**config.mk**
```make
export PLATFORM = sky130hd
export DESIGN_NAME = winograd_acc
export DESIGN_NICKNAME = d
export VERILOG_FILES = /design/src/rtl/winograd_acc.sv
export SDC_FILE = /design/constraint.sdc
export NUM_CORES = 1
export LEC_CHECK = 0
export ABC_CLOCK_PERIOD_IN_PS = 6300
export BUFFER_PORTS_ARGS = -buffer_cell sky130_fd_sc_hd__buf_2
export CAP_MARGIN = 20
export CORE_MARGIN = 10
export CORE_UTILIZATION = 62
export DETAILED_ROUTE_END_ITERATION = 8
export GPL_ROUTABILITY_DRIVEN = 0
export PLACE_DENSITY_LB_ADDON = 0.25
export SETUP_SLACK_MARGIN = 0.1
export SYNTH_ARGS = -nofsm -noshare
export SYNTH_HDL_FRONTEND = slang
export SYNTH_SLANG_ARGS = --single-unit
```
**constraint.sdc**
```tcl
create_clock -name clk_i -period 6.3 [get_ports clk_i]
set_clock_uncertainty 0.1 [all_clocks]
set_input_delay 0.315 -clock clk_i [delete_from_list [all_inputs] [get_ports clk_i]]
set_output_delay 0.315 -clock clk_i [all_outputs]
set_load 0.01 [all_outputs]
```
**src/rtl/winograd_acc.sv**
```systemverilog
// winograd_acc: back-end accumulator for the winograd inner-product array.
// Each accepted beat resolves a carry-save pair, removes the Winograd
// correction term and adds the result into the current tile. A finished tile
// is presented on a valid/ready result port together with a sticky overflow
// flag and a saturating beat count.
module winograd_acc #(
    parameter int OUT_SIZE  = 24,
    parameter int CORR_SIZE = 24,
    parameter int ACC_SIZE  = 32,
    parameter int CNT_SIZE  = 8
) (
    input  logic                 clk_i,
    input  logic                 rst_ni,
    input  logic                 flush_i,
    input  logic                 in_valid_i,
    output logic                 in_ready_o,
    input  logic [OUT_SIZE-1:0]  psum_0_i,
    input  logic [OUT_SIZE-1:0]  psum_1_i,
    input  logic [CORR_SIZE-1:0] corr_i,
    input  logic                 last_i,
    output logic                 res_valid_o,
    input  logic                 res_ready_i,
    output logic [ACC_SIZE-1:0]  res_o,
    output logic                 ovf_o,
    output logic [CNT_SIZE-1:0]  res_beats_o
);

    // Width in which a single beat term is exact: two sign-extended rows plus
    // the negated correction never need more than two guard bits.
    localparam int TW = ((OUT_SIZE > CORR_SIZE) ? OUT_SIZE : CORR_SIZE) + 2;

    generate
        if (ACC_SIZE < TW) begin : g_acc_too_narrow
            $error("winograd_acc: ACC_SIZE (%0d) must be >= %0d", ACC_SIZE, TW);
        end
    endgenerate

    typedef enum logic [0:0] {
        IDLE  = 1'b0,
        ACCUM = 1'b1
    } state_t;

    state_t              state, state_nxt;
    logic [ACC_SIZE-1:0] acc, acc_nxt;
    logic [CNT_SIZE-1:0] beats, beats_nxt;
    logic                sticky_ovf, sticky_nxt;
    logic                active;

    logic                accept;
    logic                load_res;
    logic [TW-1:0]       term;
    logic [ACC_SIZE:0]   term_ext;
    logic [ACC_SIZE-1:0] base;
    logic [ACC_SIZE:0]   sum;
    logic                add_ovf;
    logic [CNT_SIZE-1:0] beats_inc;

    // Beat term in TW bits; every operand is explicitly sign-extended.
    assign term = {{(TW-OUT_SIZE){psum_0_i[OUT_SIZE-1]}}, psum_0_i}
                + {{(TW-OUT_SIZE){psum_1_i[OUT_SIZE-1]}}, psum_1_i}
                - {{(TW-CORR_SIZE){corr_i[CORR_SIZE-1]}}, corr_i};

    assign term_ext = {{(ACC_SIZE+1-TW){term[TW-1]}}, term};

    // An empty accumulator starts from zero so IDLE never depends on stale acc.
    assign base    = (state == IDLE) ? '0 : acc;
    assign sum     = {base[ACC_SIZE-1], base} + term_ext;
    assign add_ovf = sum[ACC_SIZE] ^ sum[ACC_SIZE-1];

    // Saturating beat count; the first beat of a tile always counts as one.
    assign beats_inc = (state == IDLE)   ? CNT_SIZE'(1) :
                       (&beats)          ? beats :
                                           beats + CNT_SIZE'(1);

    // A held, unconsumed result blocks input; a result being consumed this
    // edge does not, so single-beat tiles can stream at full rate.
    assign in_ready_o = active && !flush_i && !(res_valid_o && !res_ready_i);
    assign accept     = in_valid_i && in_ready_o;

    // Next-state and accumulator update; flush wins over any beat.
    always_comb begin
        // NOTE: every signal written here gets a default first, otherwise
        // the paths that skip it would infer a latch.
        state_nxt  = state;
        acc_nxt    = acc;
        beats_nxt  = beats;
        sticky_nxt = sticky_ovf;
        load_res   = 1'b0;
        if (flush_i) begin
            state_nxt  = IDLE;
            acc_nxt    = '0;
            beats_nxt  = '0;
            sticky_nxt = 1'b0;
        end else if (accept) begin
            if (last_i) begin
                load_res   = 1'b1;
                state_nxt  = IDLE;
                acc_nxt    = '0;
                beats_nxt  = '0;
                sticky_nxt = 1'b0;
            end else begin
                state_nxt  = ACCUM;
                acc_nxt    = sum[ACC_SIZE-1:0];
                beats_nxt  = beats_inc;
                sticky_nxt = sticky_ovf | add_ovf;
            end
        end
    end

    // Accumulator-side state registers and the post-reset enable flop.
    always_ff @(posedge clk_i or negedge rst_ni) begin
        // NOTE: sequential state uses non-blocking assignments only, so every
        // flop samples values from before the edge regardless of block order.
        if (!rst_ni) begin
            state      <= IDLE;
            acc        <= '0;
            beats      <= '0;
            sticky_ovf <= 1'b0;
            active     <= 1'b0;
        end else begin
            state      <= state_nxt;
            acc        <= acc_nxt;
            beats      <= beats_nxt;
            sticky_ovf <= sticky_nxt;
            active     <= 1'b1;
        end
    end

    // Result register: reload on a last beat, otherwise drop valid once taken.
    always_ff @(posedge clk_i or negedge rst_ni) begin
        // NOTE: the result payload is reset too, because it is visible on the
        // ports and must read zero while reset is asserted.
        if (!rst_ni) begin
            res_valid_o <= 1'b0;
            res_o       <= '0;
            ovf_o       <= 1'b0;
            res_beats_o <= '0;
        end else if (load_res) begin
            res_valid_o <= 1'b1;
            res_o       <= sum[ACC_SIZE-1:0];
            ovf_o       <= sticky_ovf | add_ovf;
            res_beats_o <= beats_inc;
        end else if (res_valid_o && res_ready_i) begin
            res_valid_o <= 1'b0;
        end
    end

endmodule

```
======== Word-level counts from Yosys, hierarchy flattened ========
Cells that the tools add are included.
Widths: inputs -> output; s select.
storage, ports and cells
  register bits ........................... 85
operators by class
  reductions and logical operators ........ 11
  $add $sub $neg .......................... 4
  muxes and demuxes ....................... 20
  bitwise gates (word level) .............. 2
operator list
  cell                 number
  $mux 32              4
  $mux 8               5
  $add 32x26->33       1
  $sub 25x24->26       1
  $add 24x24->25       1
  $mux 1               11
  $add 8x1->8 const B  1
  $reduce_and 8->1     1
  $logic_and 1x1->1    5
  $reduce_bool 2->1    2
  $logic_not 1->1      3
  $or 1x1->1           1
  $xor 1x1->1          1

======== Longest topological paths before layout ========
Gate-level depths: netlist (run 1).
  depth after elaboration ................. 8
  gate-level depth with buffers ........... 15

======== Worst setup path after synthesis (run 1) ========
OpenSTA, ideal clock, no wires.
  path kind ............................... input -> register
  start ................................... in psum_0_i[23]
  end ..................................... reg ovf_o
  stages on the path ...................... 14
  setup slack ............................. 2.559 ns
  arrival ................................. 3.512 ns
  cells stage by stage .................... inv_1 > fa_1 > inv_1 > fa_1 > ha_1 > buf_2 > nand2_1 > nor3_1 > nand4_1 > a2111oi_0 > nor3_1 > xnor2_1 > xnor2_1 > a21oi_1
on the way
  cells in the longest elaborated chain, start to end .. 5
RTL lines
  element               line  text
  start, declared       17    input logic [OUT_SIZE-1:0] psum_0_i,
  $add 24x24->25        60    + {{(TW-OUT_SIZE){psum_1_i[OUT_SIZE-1]}}, psum_1_i}
  $sub 25x24->26        61    - {{(TW-CORR_SIZE){corr_i[CORR_SIZE-1]}}, corr_i};
  $add 32x26->33        67    assign sum = {base[ACC_SIZE-1], base} + term_ext;
  $xor 1x1->1           68    assign add_ovf = sum[ACC_SIZE] ^ sum[ACC_SIZE-1];
  $or 1x1->1            141   ovf_o <= sticky_ovf | add_ovf;
  end signal, assigned  141
  end, declared         24    output logic ovf_o,
Every way passes these cells.
A chain may end at the register's enable or synchronous reset.

======== Final worst setup path (run 1) ========
  start ................................... reg state
  end ..................................... reg res_o[27]
on the way
  cells in the longest elaborated chain, start to end .. 2
RTL lines
  element                 line  text
  start, declared         43    state_t state, state_nxt;
  start signal, assigned  121   state <= state_nxt;
  $mux 32                 66    assign base = (state == IDLE) ? '0 : acc;
  $add 32x26->33          67
  end signal, assigned    140   res_o <= sum[ACC_SIZE-1:0];
  end, declared           23    output logic [ACC_SIZE-1:0] res_o,
Every way passes these cells.

==> results of run 1 <==
state kept, by name (all words and copies together) (netlist names):
signal       cells
acc             32
res_o           32
beats            8
res_beats_o      8
active           1
ovf_o            1
res_valid_o      1
state            1
sticky_ovf       1
cells by family after synthesis:
family | count (synthesis)
mux | 12
compound gates | 159
other cells | 1
fa+ha+maj | 89
xor+xnor | 32
buf+inv | 143
simple gates | 227
flops | 85
placed cells by master (no fill, tap or decap), types with 9 or more instances in the layout:
cell / instances
xnor2_1: 17
mux2_2: 9
nor2_1: 38
and2_1: 12
a21o_1: 11
xor2_1: 15
nand3_1: 15
o21ai_0: 34
nand2_1: 131
inv_1: 116
clkbuf_8: 9
buf_2: 119
a22o_1: 27
a21oi_1: 35
ha_1: 33
dfrtp_1: 85
fa_1: 56
critical path: cells and delay by family, from the launching register on:
kind / cells / cell delay [ns]
and+or+nand+nor: 2 / 0.38
DFF: 1 / 0.88
muxes: 1 / 0.28
xor gates and xnor gates: 1 / 0.15
AOI/OAI and AO/OA: 5 / 1.21
adders and majority gates: 3 / 1.09
worst max path at each step:
| stage | end | depth (start not counted) | slack (ns) | from |
|---|---|---|---|---|
| finish | res_o[27] | 12 | 2.09 | state |
| global route | ovf_o | 12 | 1.73 | state |
| floorplan | ovf_o | 14 | 2.56 | psum_0_i[23] |
| global placement | res_o[27] | 12 | 2.20 | state |
| detailed placement | ovf_o | 14 | 2.09 | psum_0_i[23] |
| CTS | res_o[25] | 12 | 2.08 | state |
per-layer routing:
| metal | part of all wire | vias up | GRT usage |
|---|---|---|---|
| met5 | 0 | - | 0 |
| met4 | 0.019 | 0 | 0.0798 |
| met3 | 0.058 | 37 | 0.0306 |
| met2 | 0.50 | 222 | 0.367 |
| met1 | 0.42 | 2812 | 0.273 |
| li1 | - | 2673 | - |
repair_timing:
item	in CTS	in global routing
hold buffers	1	0
setup endpoints to repair	0	0
endpoints found under the hold margin	42	0
cells in the mapped netlist (3+ instances only):
library cell  count
nand2_1         131
inv_1           116
dfrtp_1          85
fa_1             56
nor2_1           39
a21oi_1          36
o21ai_0          34
ha_1             33
a22o_1           27
clkbuf_1         22
xnor2_1          17
nand3_1          15
xor2_1           15
and2_1           12
a21o_1           11
mux2_2            9
o21bai_1          8
and3_1            7
nand4_1           6
nor3_1            6
a211oi_1          5
o211ai_1          4
a211o_1           3
a31oi_1           3
buf_2             3
mux2i_1           3
nand2b_1          3
power groups by stage:
stage	combinational, mW	sequential, mW	clock, mW
5_1_grt	1.24	0.742	0.422
3_3_place_gp	1.06	0.732	0
4_1_cts	1.11	0.727	0.400
6_report	1.11	0.727	0.397
3_5_place_dp	1.10	0.739	0
2_1_floorplan	0.721	0.775	0
layout make-up:
cell class                 count  share of cell area
multi-input combinational    520               0.531
sequential                    85               0.277
timing repair buffer         127              0.0883
inverter                     116              0.0567
tap                          136              0.0222
clock buffer                  11              0.0171
clock inverter                 5             0.00766
==> metrics.cfg, run 1 <==
[run_status]
status=finished clean

[place]
place_area_sq_um=7450
dp_slack_ns=2.09
portBuffers=120
dpl.cell_count=982
dp_hpwl_mm=12.6

[worst_setup_path]
arrival_ns=4.37
ff2ff_setup_slack_ns=2.09
r2r-end=res_o[27]
crit_path_max_incr_delay_ns=0.88
path_common_cell=fa_1
required_ns=6.46
path_cells=and2_1, fa_1, ha_1, fa_1, a211oi_1, o21ai_2, nand4_1, a211o_1, a211oi_4, a311oi_2, xnor2_1, mux2_2
cp-end-kind=flop
r2r_cells=12
cp-start-kind=flop
r2r-start=state
worst-setup-path-type=flop to flop
cp_max_fo=21
crit_slowest_cell=dfrtp_1

[routing]
vias=5744
drc=0
detail-route-antenna-nets=0
drt_first_pass_iters=8
drt_iter0_markers=490
viasPerCell=5.74
wl_per_cell_um=16.4
wirelength_mm=16.4

[floorplan]
pin_count=121
fp.dieH_um=124
fp-row-count=37
start_util=0.644
die_w_um=124
design.die.area_sq_um=15400
core_sq_um=10500

[finish]
nFillCells=803
drive_above_1_share=0.190
nNetsFinal=1026
areaGrowthSynthToFinish_pct=14.0
regArea_sq_um=2130
fin_util=0.734
multiInputGateArea_sq_um=4080
design_area_sq_um=7680
fin_cells=1000
diodes=0

[logic_synthesis]
mappedNetlistArea_sq_um=6730
syn_inst=748
ys_types=59
ys_seq_area_frac=0.316
synth_top_cell_by_area=dfrtp_1
ys_async_sr_fraction=1.00
syn_avg_cell_area_sq_um=9.00
synth_area_leaders=dfrtp_1 (32%), fa_1 (17%), nand2_1 (7.3%)
synth_top_family_by_area=adder cells
yosysTopAreaCellShare=0.316
yosysWarningCount=0
synth_edf_count=0
synthAdderAreaFrac=0.228
synth_fp_nets=915
yosys_most_used_dff=dfrtp_1
synth_compound_area_frac=0.169
synth_seq_cells=85
synth_mux_area_frac=0.0195
synthSimpleGateAreaFrac=0.145
synth_xor_area_frac=0.0416

[min_path]
worstHoldEndpoint=res_valid_o
min-delay-start=res_ready_i
holdCritPathClass=input pin to flop
hold_depth=3

[sta]
hold_viol_final=0
max-slew-margin-rel=0.455
slew_violations=0
min_period_over_period=0.668
tightest_slew_ns=0.818
fmax_mhz=238
setup_violations=0
finalWorstSetupSlack_ns=2.09
rsz0062_at_grt=false
holdWs_ns=0.229
fin_setup_tns_ns=0
fin_crit_ns=4.21

[clocking]
cts_tree=yes
htree_levels=3
clk_pin_slew_ns=0.09
ctsResizeCount=0
clockBufferDepth=2
root_buffer=clkbuf_8
clock_sinks=85
insertion_delay_ns=0.37
cts_made_buffers=9
post-cts-setup-buffer-count=0

[job]
max_cap_violations=0

[power]
p_sw_mw=0.944
leakagePower_nw=4.13
p_int_mw=1.29
combPwrFrac=0.497
irDropWorstVdd_mv=0.175
powerDensity_nw_per_um2=291
switching_share=0.422
clockPowerShare=0.178
seqPwrFrac=0.325
p_total_mw=2.23

[global_routing]
grt_overflow_total=0
grt_max_degree=44
grt_pass1_wl_mm=28.6
antenna_found_initial=0
grt_use_total=0.216
grt_pass1_vias=6085

Power figures use the tool's default switching activity.
==> inputs of run 2 (changes only) <==
--- a/config.mk
+++ b/config.mk
@@ -5,11 +5,11 @@
 export SDC_FILE = /design/constraint.sdc
 export NUM_CORES = 1
 export LEC_CHECK = 0
-export ABC_CLOCK_PERIOD_IN_PS = 6300
+export ABC_CLOCK_PERIOD_IN_PS = 3400
 export BUFFER_PORTS_ARGS = -buffer_cell sky130_fd_sc_hd__buf_2
 export CAP_MARGIN = 20
 export CORE_MARGIN = 10
-export CORE_UTILIZATION = 62
+export CORE_UTILIZATION = 52
 export DETAILED_ROUTE_END_ITERATION = 8
 export GPL_ROUTABILITY_DRIVEN = 0
 export PLACE_DENSITY_LB_ADDON = 0.25
==> constraint.sdc (replaced) <==
create_clock -name clk_i -period 3.4 [get_ports clk_i]
set_clock_uncertainty 0.1 [all_clocks]
set_input_delay 0.17 -clock clk_i [delete_from_list [all_inputs] [get_ports clk_i]]
set_output_delay 0.17 -clock clk_i [all_outputs]
set_load 0.01 [all_outputs]
==> metrics.cfg, run 2 (same netlist as run 1, synthesis figures left out) <==
[worst_setup_path]
crit_slowest_cell=fa_1  ; was dfrtp_1
cp_max_fo=5  ; was 21
cp-start-kind=flop  ; unchanged
arrival_ns=3.71  ; was 4.37 ns
required_ns=3.56  ; was 6.46 ns
r2r-start=state  ; unchanged
worst-setup-path-type=flop to flop  ; unchanged
crit_path_max_incr_delay_ns=0.54  ; was 0.88 ns
ff2ff_setup_slack_ns=-0.15  ; was 2.09 ns
crit_start=state  ; unchanged
path_cells=buf_6, buf_12, nand2_4, fa_1, inv_2, ha_4, buf_4, buf_6, a21oi_4, o21ai_2, a31oi_4, a211oi_4, o21ai_2, a211oi_2, or3_4, a32o_1  ; was and2_1, fa_1, ha_1, fa_1, a211oi_1, o21ai_2, nand4_1, a211o_1, a211oi_4, a311oi_2, xnor2_1, mux2_2
r2r-end=acc[24]  ; was res_o[27]
cp-end-kind=flop  ; unchanged
r2r_cells=16  ; was 12
crit_end=acc[24]  ; was res_o[27]

[place]
dpl.cell_count=1107  ; was 982
place_area_sq_um=8320  ; was 7450 sq um
portBuffers=120  ; unchanged
dp_hpwl_mm=14.2  ; was 12.6 mm

[finish]
areaGrowthSynthToFinish_pct=43.1  ; was 14.0%
design_area_sq_um=9630  ; was 7680 sq um
drive_above_1_share=0.403  ; was 0.190
nFillCells=821  ; was 803
largestRegisters=acc x32, res_o x32  ; unchanged
multiInputGateArea_sq_um=4890  ; was 4080 sq um
regArea_sq_um=2130  ; about the same
layout_common_cells=nand2_1 (119), buf_2 (119), inv_1 (108)  ; was nand2_1 (131), buf_2 (119), inv_1 (116)
fin_cells=1154  ; was 1,000
nNetsFinal=1144  ; was 1,026
diodes=0  ; unchanged

[sta]
slew_violations=0  ; unchanged
min_period_over_period=1.04  ; was 0.668
fmax_mhz=282  ; was 238 MHz
hold_viol_final=0  ; unchanged
rsz0062_at_grt=true  ; was false
max-slew-margin-rel=0.521  ; was 0.455
fin_crit_ns=3.55  ; was 4.21 ns
finalWorstSetupSlack_ns=-0.151  ; was 2.09 ns
tightest_slew_ns=0.719  ; was 0.818 ns
setup_violations=22  ; was 0
fin_setup_tns_ns=-2.04  ; was 0 ns
holdWs_ns=0.0578  ; was 0.229 ns

[routing]
drc=0  ; unchanged
wl_per_cell_um=19.1  ; was 16.4 um
met1_length_mm=8.24  ; was 6.94 mm
vias=6490  ; was 5,744
detail-route-antenna-nets=0  ; unchanged
drt_first_pass_iters=5  ; was 8
wirelength_mm=22.0  ; was 16.4 mm
wl_met3_mm=1.55  ; was 952 um
top_layer=met4  ; unchanged
viasPerCell=5.62  ; was 5.74
wl_met2_mm=11.4  ; was 8.15 mm
drt_iter0_markers=527  ; was 490

[global_routing]
grt_overflow_total=0  ; unchanged
grt_pass1_wl_mm=32.3  ; was 28.6 mm
grt_use_total=0.219  ; was 0.216
grt_pass1_vias=6682  ; was 6,085
grt_max_degree=54  ; was 44
antenna_found_initial=0  ; unchanged

[power]
powerDensity_nw_per_um2=595  ; was 291 nW/um^2
leakagePower_nw=4.91  ; was 4.13 nW
irDropWorstVdd_mv=0.416  ; was 0.175 mV

[clocking]
insertion_delay_ns=0.37  ; about the same
clock_sinks=85  ; unchanged
clockBufferDepth=2  ; unchanged
htree_levels=3  ; unchanged
cts_tree=yes  ; unchanged
clk_pin_slew_ns=0.07  ; was 0.09 ns
root_buffer=clkbuf_16  ; was clkbuf_8
cts_made_buffers=9  ; unchanged

[job]
max_cap_violations=0  ; unchanged

[run_status]
violations=negative setup slack
status=finished with violations  ; was finished clean

[floorplan]
die_w_um=134  ; was 124 um
design.die.area_sq_um=17900  ; was 15,400 sq um
start_util=0.531  ; was 0.644
fp.dieH_um=134  ; was 124 um
pin_count=121  ; unchanged
core_sq_um=12700  ; was 10,500 sq um
fp-row-count=41  ; was 37

[min_path]
holdCritPathClass=input pin to flop  ; unchanged
hold_depth=3  ; unchanged

[run 2: cell count changes in the layout (fill, tap and decap cells not counted), sizes merged]
cell	delta
clkinvlp	+1
clkinv	-1
inv	+2
bufinv	-1
buf	+117
[run 2: power by group]
part	leakage [nW]	internal, mW	switching [mW]
Combinational	3.65	1.59	1.78
Clock	0.138	0.528	0.477
Sequential	1.12	1.23	0.125
[run 2: worst max-delay path, delay by kind of cell (launching register included)]
kind            cells  cell delay (ns)
flops               1             0.42
compound gates      7             1.19
simple gates        2             0.40
fa+ha+maj           2             0.78
buf+inv             5             0.53
[run 2: per-stage QoR]
stage / setup WS [ns] / power (mW) / util
2_1_floorplan: 0.0412 / 2.87 / -
3_3_place_gp: -0.317 / 3.81 / 0.657
3_5_place_dp: -0.358 / 3.91 / 0.657
4_1_cts: -0.109 / 5.17 / 0.717
5_1_grt: -0.262 / 6.05 / 0.760
6_report: -0.151 / 5.73 / 0.760
[run 2: area by class of cell]
class                      instances  share of cell area
clock buffer                      10              0.0248
clock inverter                     6             0.00545
inverter                         116              0.0456
multi-input combinational        520               0.508
sequential                        85               0.221
tap                              172              0.0223
timing repair buffer             245               0.173
[run 2: worst min path at each step]
stage	start	end	slack (ns)
after global routing	res_ready_i	res_valid_o	0.08
final	res_ready_i	res_valid_o	0.06
after CTS	res_ready_i	res_valid_o	0.06
after global placement	rst_ni	acc[20]	0.16
after detailed placement	rst_ni	res_o[20]	0.17
after floorplan	rst_ni	acc[0]	-0.23
[run 2: layer usage]
metal	vias up	track usage
met3	84	0.0497
met1	3210	0.254
met2	292	0.385
met5	-	0
li1	2904	-
met4	0	0.0846
[run 2: repair_timing]
action / in CTS / in global routing
gates cloned: 0 / 1
gates resized for setup: 60 / 89
buffers inserted: 14 / 17
setup endpoints to repair: 26 / 30
hold endpoints to repair: 51 / 0
hold buffers: 1 / 0
pin swaps: 36 / 53
